`src/rtl/exp_trace_pkg.sv`:
```
// ============================================================================
// Module      : exp_trace_pkg
// Description : Shared types, default parameters and decay-floor helper for
//               the exponential trace bank.
// Revision    : 1.0 - initial release
// ============================================================================
`default_nettype none

package exp_trace_pkg;

   localparam int unsigned c_N_CH_DEF        = 4;
   localparam int unsigned c_W_W_DEF         = 8;
   localparam int unsigned c_TR_W_DEF        = 16;
   localparam int unsigned c_W_SHIFT_DEF     = 8;
   localparam int unsigned c_DECAY_SHIFT_DEF = 1;

   typedef enum logic [0:0] {
      IDLE  = 1'b0,
      SWEEP = 1'b1
   } state_t;

   // A nonzero trace always loses at least one LSB so it reaches zero.
   function automatic logic [31:0] decay_amount(input logic [31:0] trace,
                                                input int unsigned shift);
      logic [31:0] d;
      d = trace >> shift;
      if (d == 32'd0 && trace != 32'd0) begin
         d = 32'd1;
      end
      return d;
   endfunction

endpackage

`default_nettype wire

```
`src/rtl/exp_trace_step.sv`:
```
// ============================================================================
// Module      : exp_trace_step
// Description : Combinational single-channel decay + weighted-increment update
//               with saturation.
// Revision    : 1.0 - initial release
// ============================================================================
`default_nettype none

module exp_trace_step
   import exp_trace_pkg::*;
#(
   parameter int unsigned W_W         = c_W_W_DEF,
   parameter int unsigned TR_W        = c_TR_W_DEF,
   parameter int unsigned W_SHIFT     = c_W_SHIFT_DEF,
   parameter int unsigned DECAY_SHIFT = c_DECAY_SHIFT_DEF
)(
   input  logic [TR_W-1:0] i_trace,
   input  logic            i_pending,
   input  logic [W_W-1:0]  i_weight,
   output logic [TR_W-1:0] o_trace,
   output logic            o_sat
);

   logic [TR_W-1:0] w_decay;
   logic [TR_W:0]   w_inc;
   logic [TR_W:0]   w_sum;

   // One extra bit of headroom exposes the carry used for saturation.
   always_comb begin
      w_decay = TR_W'(decay_amount(32'(i_trace), DECAY_SHIFT));
      w_inc   = i_pending ? ((TR_W+1)'(i_weight) << W_SHIFT) : '0;
      w_sum   = {1'b0, i_trace - w_decay} + w_inc;
   end

   assign o_sat   = w_sum[TR_W];
   assign o_trace = o_sat ? '1 : w_sum[TR_W-1:0];

endmodule

`default_nettype wire

```
`src/rtl/exp_trace_bank.sv`:
```
// ============================================================================
// Module      : exp_trace_bank
// Description : Multi-channel fixed-point decaying synaptic trace bank, one
//               channel updated per clock in a tick-started sweep.
//               Optional macro TRACE_SUM_EN adds a registered trace_sum output.
// Revision    : 1.0 - initial release
// ============================================================================
`default_nettype none

module exp_trace_bank
   import exp_trace_pkg::*;
#(
   parameter int unsigned N_CH        = c_N_CH_DEF,
   parameter int unsigned W_W         = c_W_W_DEF,
   parameter int unsigned TR_W        = c_TR_W_DEF,
   parameter int unsigned W_SHIFT     = c_W_SHIFT_DEF,
   parameter int unsigned DECAY_SHIFT = c_DECAY_SHIFT_DEF
)(
   input  logic                   clk,
   input  logic                   reset,
   input  logic                   tick,
   input  logic [N_CH-1:0]        spike_in,
   input  logic [N_CH*W_W-1:0]    weight_in,
   output logic [N_CH*TR_W-1:0]   trace_out,
   output logic [N_CH-1:0]        sat_out,
   output logic                   busy,
   output logic                   sweep_done,
   output logic                   tick_overrun
`ifdef TRACE_SUM_EN
   ,
   output logic [TR_W+$clog2(N_CH)-1:0] trace_sum
`endif
);

   localparam int unsigned IDX_W = $clog2(N_CH);
   localparam logic [IDX_W-1:0] c_LAST = IDX_W'(N_CH - 1);

   state_t            r_state;
   state_t            w_state_nxt;
   logic [IDX_W-1:0]  r_idx;
   logic [TR_W-1:0]   r_trace [N_CH];
   logic [N_CH-1:0]   r_pending;
   logic [N_CH-1:0]   w_pending_nxt;
   logic [N_CH-1:0]   r_sat;
   logic              r_sweep_done;
   logic              r_overrun;
   logic              w_process;
   logic              w_last;
   logic [W_W-1:0]    w_weight;
   logic [TR_W-1:0]   w_new;
   logic              w_sat;

   always_ff @(posedge clk) begin
      if (reset) begin
         r_state <= IDLE;
      end else begin
         r_state <= w_state_nxt;
      end
   end

   always_comb begin
      w_state_nxt = r_state;
      w_process   = 1'b0;
      w_last      = 1'b0;
      case (r_state)
         IDLE: begin
            if (tick) begin
               w_state_nxt = SWEEP;
            end
         end
         SWEEP: begin
            w_process = 1'b1;
            if (r_idx == c_LAST) begin
               w_last      = 1'b1;
               w_state_nxt = IDLE;
            end
         end
         default: w_state_nxt = IDLE;
      endcase
   end

   assign w_weight = weight_in[r_idx*W_W +: W_W];

   exp_trace_step #(
      .W_W         (W_W),
      .TR_W        (TR_W),
      .W_SHIFT     (W_SHIFT),
      .DECAY_SHIFT (DECAY_SHIFT)
   ) u_step (
      .i_trace   (r_trace[r_idx]),
      .i_pending (r_pending[r_idx]),
      .i_weight  (w_weight),
      .o_trace   (w_new),
      .o_sat     (w_sat)
   );

   // A spike landing in the channel's own processing cycle keeps it pending.
   always_comb begin
      w_pending_nxt = r_pending;
      for (int i = 0; i < N_CH; i++) begin
         w_pending_nxt[i] = spike_in[i] |
                            (r_pending[i] & ~(w_process && (r_idx == IDX_W'(i))));
      end
   end

   always_ff @(posedge clk) begin
      if (reset) begin
         for (int i = 0; i < N_CH; i++) begin
            r_trace[i] <= '0;
         end
         r_pending    <= '0;
         r_sat        <= '0;
         r_idx        <= '0;
         r_sweep_done <= 1'b0;
         r_overrun    <= 1'b0;
      end else begin
         r_pending    <= w_pending_nxt;
         r_sweep_done <= w_last;
         if (w_process) begin
            r_trace[r_idx] <= w_new;
            r_sat[r_idx]   <= w_sat;
            r_idx          <= r_idx + IDX_W'(1);
         end else if (tick) begin
            r_idx <= '0;
         end
         if (tick && r_state == SWEEP) begin
            r_overrun <= 1'b1;
         end
      end
   end

   generate
      for (genvar g = 0; g < N_CH; g++) begin : g_trace_out
         assign trace_out[g*TR_W +: TR_W] = r_trace[g];
      end
   endgenerate

   assign sat_out      = r_sat;
   assign busy         = (r_state == SWEEP);
   assign sweep_done   = r_sweep_done;
   assign tick_overrun = r_overrun;

`ifdef TRACE_SUM_EN
   localparam int unsigned SUM_W = TR_W + $clog2(N_CH);

   logic [SUM_W-1:0] r_acc;
   logic [SUM_W-1:0] r_trace_sum;
   logic [SUM_W-1:0] w_acc_nxt;

   assign w_acc_nxt = ((r_idx == '0) ? '0 : r_acc) + SUM_W'(w_new);

   always_ff @(posedge clk) begin
      if (reset) begin
         r_acc       <= '0;
         r_trace_sum <= '0;
      end else begin
         if (w_process) begin
            r_acc <= w_acc_nxt;
         end
         if (w_last) begin
            r_trace_sum <= w_acc_nxt;
         end
      end
   end

   assign trace_sum = r_trace_sum;
`endif

endmodule

`default_nettype wire

```
`config.mk`:
```
export PLATFORM = sky130hd
export DESIGN_NAME = exp_trace_bank
export DESIGN_NICKNAME = d
export VERILOG_FILES = /design/src/rtl/exp_trace_pkg.sv /design/src/rtl/exp_trace_step.sv /design/src/rtl/exp_trace_bank.sv
export SDC_FILE = /design/constraint.sdc
export NUM_CORES = 1
export LEC_CHECK = 0
export CORE_UTILIZATION = 55
export CTS_CLUSTER_SIZE = 28
export DETAILED_ROUTE_END_ITERATION = 7
export GPL_TIMING_DRIVEN = 1
export PLACE_DENSITY_LB_ADDON = 0.15
export SLEW_MARGIN = 30
export SYNTH_ARGS = -nofsm -noshare
export SYNTH_HDL_FRONTEND = slang
export SYNTH_SLANG_ARGS = --single-unit
```
`constraint.sdc`:
```
create_clock -name clk -period 11.2 [get_ports clk]
set_clock_uncertainty 0.2 [all_clocks]
set_input_delay 2.24 -clock clk [delete_from_list [all_inputs] [get_ports clk]]
set_output_delay 2.24 -clock clk [all_outputs]
set_load 0.02 [all_outputs]
```
# Word-level counts from Yosys, hierarchy flattened
# Memory sizes are Yosys's and may differ from the RTL's. A register that Yosys moved wholly into a read port is not among the register bits.
# Cells that the tools add are included.
[totals]
reg_bits = 13
in_bits = 39
out_inout_bits = 71
ram_bits = 64
mem_count = 1
word_cells = 67
[op_classes]
muxes = 25
reduce_logical = 13
shift = 1
eq_ne = 3
n_addsub = 3
n_lt_le_gt_ge = 2
bitwise_logic = 13
[mem_list]
columns = ["name", "words", "word_bits", "rd", "rd_clocked_by_memory_dff", "wr", "line_no", "source"]
rows = [
  ["r_trace", 4, 16, 5, 1, 4, "exp_trace_bank.sv:41", "logic [TR_W-1:0] r_trace [N_CH];"],
]
[op_table]
columns = ["cell", "n"]
rows = [
  ["$mux W16", 3],
  ["$logic_not A32 Y1", 1],
  ["$shiftx A32 B6 Y8", 1],
  ["$add A16 B17 Y17", 1],
  ["$reduce_bool A16 Y1", 1],
  ["$reduce_or A16 Y1", 1],
  ["$sub A16 B16 Y16", 1],
  ["$mux W15", 1],
  ["$mux W1", 12],
  ["$mux W2", 5],
  ["$logic_and A1 B1 Y1", 7],
  ["$not A1 Y1", 5],
  ["$and A1 B1 Y1", 4],
  ["$bwmux W4", 1],
  ["$eq A2 B2 Y1 const B", 2],
  ["$or A1 B1 Y1", 4],
  ["$lt A2 B3 Y1 const B", 1],
  ["$add A2 B1 Y2 const B", 1],
  ["$bmux W1 S2", 1],
  ["$demux W1 S2", 1],
  ["$eq A2 B1 Y1 const B", 1],
  ["$ge A2 B1 Y1 const B", 1],
  ["$logic_not A2 Y1", 1],
  ["$pmux W1 S2", 1],
  ["other kinds (2)", 2],
]

# Longest topological paths before layout
[logic_depth]
ltp_word = 7
ltp_mapped = 25
mapped_depth_nobuf = 21

# Modules after synthesis
# From an unflattened synthesis, not the netlist that was laid out.
[hier_totals]
hier_cells = 441
hier_area_um2 = 4984.8
[by_module_without_submodules]
columns = ["module", "cells_per_inst", "instances", "area_per_inst_um2", "seq_area_each_um2"]
rows = [
  ["exp_trace_bank", 250, 1, 3654.8, 2222.1],
  ["exp_trace_step", 191, 1, 1330.0, 0.0],
]

# Worst setup path before layout
# Ideal clock, no wire load.
[synth_timing]
kind = "register to register"
from = "reg (tool-made name)"
to = "mem r_trace[1][11] (netlist name) (data pin)"
required_time_ns = 10.735
slack_ns = 6.088
n_path_buf = 4
stages_incl_launch_ff = 25
t_arrival_ns = 4.647
synth_period_minus_slack_ns = 5.112
setup_ns = 0.265
cell_sequence = "dfxtp_1 -> buf_6 -> buf_12 -> mux4_2 -> nor4_2 -> a41o_1 -> ha_1 -> inv_1 -> fa_1 -> a21o_1 -> a21oi_2 -> o21ai_0 -> nand3b_1 -> a21oi_1 -> xor2_1 -> ha_1 -> fa_1 -> a21o_1 -> a21oi_2 -> o21ai_1 -> a31o_2 -> buf_6 -> buf_6 -> nor2_4 -> nor2_1"
[synth_rtl]
columns = ["item", "line_no"]
rows = [
  ["to (decl)", "exp_trace_bank.sv:41"],
]

==> flow_summary.json <==
{
  "status": "finished clean",
  "power.total_uw": 1160,
  "tns_ns": 0,
  "post-route-util": 0.735,
  "hold_viol": 0,
  "numCtsBuffers": 9,
  "synth_top_area_share": 0.402,
  "worst_pin_slew_ns": 0.941,
  "dr.first_iter.drc_count": 248,
  "startpoint_type": "flop",
  "ys_warn_count": 0,
  "vias_per_cell": 6.01,
  "crit_type": "reg -> reg",
  "synth_most_common_cell": "nor2_1",
  "cts_tree": "done",
  "layout_worst_path_cycle_share": 0.548,
  "synth_cell_types": 48,
  "routed_wl_um": 12600,
  "dr.pass1.iters": 5,
  "syn_area_per_cell_um2": 11.4,
  "cts_resized": 0,
  "finalSetupViolations": 0,
  "drc_errors": 0,
  "cts_root_buf": "clkbuf_8",
  "die_h_um": 95.2,
  "numPortBuffers": 109,
  "hold_path.class": "reg -> reg",
  "clkTransAtPathRegs_ns": 0.09,
  "grt_max_degree": 19,
  "layout.nets": 590,
  "period_needed_ns": 6.14,
  "hpwl_um": 9010,
  "grt_pass1_vias": 3756,
  "timing.fmax_mhz": 163,
  "io_pins": 110,
  "initial_core_util": 0.576,
  "cp_top_family": "compound AO/OA/AOI/OAI gates",
  "vias": 3792,
  "ant_nets": 0,
  "num_rows": 33,
  "yosys.area.top_type": "edfxtp_1",
  "finalMaxSlewViolations": 0,
  "layout-drive-gt1-share": 0.0951,
  "timing.slew.headroom": 0.373,
  "cp_data_arrival_time_ns": 6.03,
  "die-area_um2": 9070,
  "grt_usage": 0.294,
  "critPathMaxFanout": 17,
  "whs_ns": 0.259,
  "cp_num_buf_inv": 1,
  "cts_hold_buf": 0,
  "leakagePower_uw": 0.00239,
  "clock_latency_ns": 0.37,
  "drv_cap": 0,
  "grt_pass1_wl_um": 19400,
  "synth_ff_type": "edfxtp_1",
  "synthTopCellsByArea": "edfxtp_1, ha_1, nor2_1",
  "cts-htree-levels": 3,
  "cp_slowest_stage_delay_ns": 0.73,
  "syn_inst": 418,
  "grt_antenna_before_repair": 0,
  "worstPathRequired_ns": 11.09,
  "worstPathCellList": "mux4_1 -> nor4_2 -> a41o_1 -> ha_1 -> inv_1 -> fa_1 -> a21o_1 -> a21oi_2 -> o21ai_0 -> nand3b_1 -> a21oi_1 -> xor2_1 -> ha_1 -> fa_1 -> a21o_1 -> a21oi_2 -> o21ai_1 -> a31o_2 -> a21oi_1 -> nor2_1",
  "syn_to_final_growth_pct": 27.7,
  "insertedDiodeCount": 0,
  "cts_buffer_depth": 2,
  "cp_slowest_cell": "mux4_1",
  "rsz0062_at_grt": "no",
  "post_dp_cell_area_um2": 5890,
  "post_cts_buffers": 0,
  "clock-sinks": 79,
  "synthArstFlopShare": 0,
  "vdd_ir_drop_max_mv": 0.142,
  "design_area_um2": 6100,
  "endpoint_kind": "flop",
  "power_density_nw_per_um2": 191,
  "synth-seq-area-share": 0.465,
  "drt-wirelength-per-cell_um": 20.0,
  "synth_nets": 487,
  "netlist_area_um2": 4780,
  "die_w_um": 95.2,
  "core_area_um2": 8300,
  "grt-ovfl-total": 0,
  "ys_ff_latch": 79,
  "synth-edff-count": 64,
  "gp_congestion": 0.932,
  "synth_common_cells": "nor2_1, edfxtp_1, a21oi_1, ha_1, inv_1"
}
-- sequential cells by signal (all words and copies together), names as in the netlist, named ones only --
register	count
tick_overrun	1
r_idx	2
sweep_done	1
sat_out	4
r_trace	64
busy	1
r_pending	4
-- worst paths after layout --
path | start | to | slack (ns) | cells after the start
setup / recovery | flop | r_trace[0][6] | 5.06 | 20
hold / removal | sat_out[0] | sat_out[0] | 0.26 | 2
setup reg to reg | flop | r_trace[0][6] | 5.06 | 20
hold reg to reg | sat_out[0] | sat_out[0] | 0.26 | 2
-- per-layer routing --
layer	wire length, um	GRT usage	vias up	share of wire
li1	-	-	1744	-
met1	5400	0.402	1858	0.43
met2	6030	0.482	173	0.48
met3	1000	0.0423	17	0.079
met4	182	0.0960	0	0.014
met5	0	0	-	0
-- power by group --
part	switching, uW	internal [uW]
clock network	117	106
registers	20.8	349
logic	342	228
-- metrics by stage --
step	instances	worst slack, ns
6_report	631	5.06
2_1_floorplan	418	6.09
3_3_place_gp	615	4.96
5_1_grt	631	4.78
4_1_cts	631	4.76
3_5_place_dp	615	4.76
-- worst register-to-register path, delay by kind of cell, from the launching register on --
kind,cells,cell delay (ns)
fa+ha+maj,4,1.21
compound gates,10,2.29
buf+inv,1,0.06
mux,1,0.73
simple gates,3,0.55
flops,1,0.71
xor+xnor,1,0.15
-- layout make-up --
| type | instances | area, um2 |
|---|---|---|
| Fill cell | 586 | 2200 |
| Sequential cell | 79 | 2220 |
| Timing Repair Buffer | 109 | 1090 |
| Clock inverter | 7 | 80.1 |
| Inverter | 23 | 86.3 |
| Clock buffer | 9 | 124 |
| Tap cell | 105 | 131 |
| Multi-Input combinational cell | 299 | 2370 |
-- cell usage in the layout (no fill, tap or decap), types with 3 or more instances in the layout --
cell and count:
a211o_1 3, a21o_1 6, a21oi_1 30, a21oi_2 3, a31o_2 3, a31oi_1 5, clkbuf_8 9, clkdlybuf4s50_1 109
clkinv_4 3, dfxtp_1 14, edfxtp_1 64, ha_1 28, inv_1 23, mux4_1 12, mux4_2 12, nand2_1 18
nand2b_1 5, nand3_1 6, nor2_1 85, nor2_4 6, nor2b_1 9, nor3_1 4, nor4_2 3, o21a_1 5
o21ai_0 11, o21bai_1 4, xnor2_1 7, xor2_1 6
-- logic make-up (layout without fill, tap and decap cells) --
family,Yosys count,after routing,share of synthesized area
adders and majority gates,30,30,0.0817
buffers and inverters,40,148,0.0408
muxes,28,28,0.131
and+or+nand+nor,148,148,0.150
xor gates and xnor gates,13,13,0.0238
DFF,79,79,0.465
AOI/OAI and AO/OA,80,80,0.107
Note: power is estimated with default switching activity, not from simulation.
